==> config.mk <==
export PLATFORM = sky130hd
export DESIGN_NAME = axis_fifo_arbiter
export DESIGN_NICKNAME = d
export VERILOG_FILES = /design/src/rtl/axis_fifo_arbiter.sv
export SDC_FILE = /design/constraint.sdc
export NUM_CORES = 1
export LEC_CHECK = 0
export ABC_AREA = 1
export CORE_MARGIN = 3
export CORE_UTILIZATION = 39
export CTS_CLUSTER_DIAMETER = 80
export DETAILED_ROUTE_END_ITERATION = 16
export PLACE_DENSITY = 0.82
export SKIP_LAST_GASP = 1
export SYNTH_ARGS = -nofsm -noshare
export SYNTH_HDL_FRONTEND = slang
export SYNTH_SLANG_ARGS = --single-unit
export TNS_END_PERCENT = 30
==> constraint.sdc <==
create_clock -name clk -period 3.83 [get_ports clk]
set_clock_uncertainty 0.1 [all_clocks]
set_input_delay 0.5745 -clock clk [delete_from_list [all_inputs] [get_ports clk]]
set_output_delay 0.5745 -clock clk [all_outputs]
set_load 0.02 [all_outputs]
==> src/rtl/axis_fifo_arbiter.sv <==
// Round-robin arbiter that shares the fifo write port among NREQ AXI-Stream
// slave channels; a grant ends on tlast or after MAX_BURST beats.
module axis_fifo_arbiter #(
  parameter int NREQ      = 2,
  parameter int DWIDTH    = 8,
  parameter int MAX_BURST = 16
) (
  input  logic                   clk,
  input  logic                   rstn,
  input  logic [NREQ*DWIDTH-1:0] s_tdata,
  input  logic [NREQ-1:0]        s_tvalid,
  input  logic [NREQ-1:0]        s_tlast,
  output logic [NREQ-1:0]        s_tready,
  output logic [DWIDTH-1:0]      fifo_wdata,
  output logic                   fifo_wren,
  input  logic                   fifo_full,
  output logic [NREQ-1:0]        grant,
  output logic                   busy,
  output logic [0:0]             fsm_state
);

  // Handshake: a beat moves on any rising edge where s_tvalid[g] and
  // s_tready[g] are both high; s_tready is only ever raised for the owner.
  localparam int IW = (NREQ > 1) ? $clog2(NREQ) : 1;
  localparam int CW = $clog2(MAX_BURST + 1);

  localparam logic [0:0] IDLE  = 1'b0;
  localparam logic [0:0] GRANT = 1'b1;

  localparam logic [IW-1:0] LAST_INIT = IW'(NREQ - 1);
  localparam logic [CW-1:0] CNT_LAST  = CW'(MAX_BURST - 1);

  logic [0:0]        state;
  logic [IW-1:0]     owner;
  logic [IW-1:0]     last_owner;
  logic [CW-1:0]     beat_cnt;
  logic [IW-1:0]     cand;
  logic [IW-1:0]     pick_idx;
  logic              pick_valid;
  logic [NREQ-1:0]   pick_onehot;
  logic [DWIDTH-1:0] owner_data;
  logic              beat;
  logic              rel;

  // Loop runs from the farthest candidate down so the nearest requester
  // after last_owner is the one left in pick_idx.
  always_comb begin
    pick_valid  = 1'b0;
    pick_idx    = '0;
    cand        = '0;
    pick_onehot = '0;
    for (int k = NREQ; k >= 1; k--) begin
      cand = IW'((int'(last_owner) + k) % NREQ);
      if (s_tvalid[cand]) begin
        pick_valid = 1'b1;
        pick_idx   = cand;
      end
    end
    pick_onehot[pick_idx] = 1'b1;
  end

  always_comb begin
    s_tready   = '0;
    owner_data = s_tdata[int'(owner)*DWIDTH +: DWIDTH];
    beat       = (state == GRANT) & ~fifo_full & s_tvalid[owner];
    rel        = beat & (s_tlast[owner] | (beat_cnt == CNT_LAST));
    if (state == GRANT && !fifo_full) s_tready[owner] = 1'b1;
    fifo_wren  = beat;
    fifo_wdata = beat ? owner_data : '0;
  end

  always_ff @(posedge clk or negedge rstn) begin
    if (!rstn) begin
      state      <= IDLE;
      grant      <= '0;
      owner      <= '0;
      beat_cnt   <= '0;
      last_owner <= LAST_INIT;
    end else begin
      case (state)
        IDLE: begin
          if (pick_valid) begin
            state    <= GRANT;
            grant    <= pick_onehot;
            owner    <= pick_idx;
            beat_cnt <= '0;
          end
        end
        GRANT: begin
          if (rel) begin
            state      <= IDLE;
            grant      <= '0;
            beat_cnt   <= '0;
            last_owner <= owner;
          end else if (beat) begin
            beat_cnt <= beat_cnt + 1'b1;
          end
        end
        default: begin
          state <= IDLE;
          grant <= '0;
        end
      endcase
    end
  end

  assign busy      = (state == GRANT);
  assign fsm_state = state;

endmodule

==> metrics.txt <==
Worst EP arrival=between 2000 and 2500 ps; GR Overflow Total=0; Max VDD drop=between 0.4 and 0.5 mV; cells along the critical path=clkdlybuf4s50_1, nand2_1, nand2_1, nand2_2, a21oi_1, clkdlybuf4s50_1; post-synthesis xor/xnor area fraction=under 10%; RSZ-0062 raised after global routing=false; met3 Track Usage GR=5.75%; Worst Path Class, Setup=input port to output pin; CTS max path bufs=2; fmax=350 MHz; ratio of cells with drive above 1 in the final layout=~11%; CTS tree=yes; power density over the cells=around 590 nW/um2; Site Rows=14; kind of cell adding the most delay to the critical path=buffers and inverters; grt met1 use=between 20% and 30%; drt drc=0; gr busiest metal=met2; Maximum Capacitance Violations=0; Syn Inst Count=between 90 and 100; largest net degree at the start of global routing=14; PortBufs=37; register area share after synthesis=38.1%; H-tree Lvls=1; Clock Root Buffer=clkbuf_4; Final Max Tran Viols=0; Async SR Flop Fraction=100%; # fillers=127; nets@finish=156; Num CTS Buffers=3; Worst EP required=around 3200 ps; syn nets=~120; final worst-path cycle share=74.7%; Area contributors post-synth=dfrtp_1 (34%), nand2_1 (20%), a21oi_1 (6.1%); Most used DFF post-synth=dfrtp_1; main combinational cell family by area after synthesis=simple AND/OR/NAND/NOR gates; worst skew pair latency=260 ps; Area Overhead vs Synth=61.7%; Wirelength per Cell=11.7 um; initial core utilization=42.9%; initial drt markers=3; compound-gate portion of the synthesized area=14.8%; top cell type's share of synthesized area=34.1%; Synth Area in Simple Gates=33.3%; RePlAce Congestion=0.784; syn_area_per_cell=7.18 um2; CTS sink cnt=10; vias in the first global route=625; CTS clk-pin slew, worst paths=60 ps; Post-CTS Setup Bufs=0; synthesized area=661 um2; Yosys cell types=22; post-DR vias/cell=4.97; measured slew at the worst slew-check pin=roughly 430 ps; die height=47.2 um; core area=1540 um2; WL final=1700 um; HP Class=flip-flop to flip-flop; Lkg Pwr=0.497 nW; Fin. Hold Viols=0; CP Launch Type=input port; status=finished clean; diodes inserted=0; dpl hpwl=roughly 1400 um; CTS resizes=0; Antenna Nets Post-Route=0; Worst Path Buf+Inv=2; post-synthesis register bit count=10; vias after detailed routing=about 730; initial antenna violation count=0; synth warn=0; area leader, netlist=dfrtp_1; Synth Area in Adders=3.79%; overall die area=roughly 2200 um2; setup TNS=0 ps; setup violators final=0; Worst Path Max Fanout=9; first-pass GRT wire length=2520 um; Rel. slew slack=a little under three quarters; EDFF count, synth=0; crit-path max cell delay=between 600 and 700 ps; Critical Path End Type=output pin; multiplexer share of the synthesized area=0%; CTS Hold Bufs=0; cell with the largest stage delay on the worst path=clkdlybuf4s50_1; Tot Pwr=0.629 mW; gr usage total=16.0%; GR Util met2=25.7%; crit path time final=approximately 2900 ps; # IOs=38; router iterations before antenna repair=4; DIE WIDTH=47.2 um
## metal layers
metal / vias to the layer above / routed length (um)
li1: 370 / -
met3: 2 / 229
met4: 0 / 14
met5: - / 0
met1: 316 / 738
met2: 37 / 719
## tightest hold or removal path: stages, from the launching register on
cell and delay, ps:
dfstp_2 370, nand2_1 50, o21ai_1 50
## path summary, 6_finish.rpt
path,cells after the start,end,start,slack (ps)
worst max-delay path,6,fifo_wdata[7],s_tvalid[1],970
worst min-delay path,2,last_owner$_DFFE_PN1P_,last_owner$_DFFE_PN1P_,370
worst max register to register,8,grant[0]$_DFFE_PN0P_,beat_cnt[0]$_DFFE_PN0P_,2110
worst min register to register,2,last_owner$_DFFE_PN1P_,last_owner$_DFFE_PN1P_,370
max in group asynchronous,1,last_owner$_DFFE_PN1P_,rstn,2780
min in group asynchronous,1,busy$_DFF_PN0_,rstn,520
## synth_stat cells, types with 2 or more instances
| cell | instances |
|---|---|
| nand2_1 | 35 |
| dfrtp_1 | 9 |
| a21oi_1 | 8 |
| inv_1 | 6 |
| nor2_1 | 5 |
| nand2_2 | 4 |
| o21ai_1 | 4 |
| nand3_1 | 3 |
| buf_4 | 2 |
| ha_1 | 2 |
| inv_2 | 2 |
| xor2_1 | 2 |
## kinds of logic after synthesis
| kind of cell | count (synthesis) |
|---|---|
| buffers and inverters | 11 |
| and+or+nand+nor | 51 |
| AOI/OAI and AO/OA | 16 |
| xor gates and xnor gates | 2 |
| DFF | 10 |
| adders and majority gates | 2 |
## state kept, by name, summed over array words and instances, names as in the netlist
name        cells
beat_cnt        5
grant           2
last_owner      1
busy            1
owner           1
## final cells by class
class,instances,area [um2],share of cell area (%)
clock buffer,4,36.3,3.40
inverter,8,30.0,2.81
multi-input combinational,71,360,33.7
sequential,10,251,23.5
tap,16,20.0,1.87
timing repair buffer,37,370,34.7
## per-stage QoR
stage                     cell area, um2  cells  utilization (%)  hold slack (ps)  worst slack, ps
after global routing                1070    146             69.3              403              835
after detailed placement            1030    142             67.0              363              947
after CTS                           1070    146             69.3              373              948
after global placement              1030    142             67.0              364              975
final                               1070    146             69.3              374              969
after floorplan                      661     92                -              179             1920
## cells in the final DEF, fill, tap and decap left out, drive strengths merged
| cell | instances |
|---|---|
| and3 | 1 |
| dfrtp | 9 |
| nor2 | 5 |
| xor2 | 2 |
| inv | 8 |
| dfstp | 1 |
| nand3 | 4 |
| ha | 2 |
| clkdlybuf4s50 | 37 |
| nand4 | 1 |
| nand3b | 1 |
| o21ai | 6 |
| a21boi | 1 |
| clkbuf | 4 |
| a21oi | 9 |
| nand2 | 39 |
## power breakdown
part | total [mW] | switching, mW | internal, mW
clock network | 0.0930 | 0.0352 | 0.0577
registers | 0.192 | 0.0470 | 0.145
logic | 0.344 | 0.195 | 0.150
No activity file was read; power rests on OpenSTA's default activity.
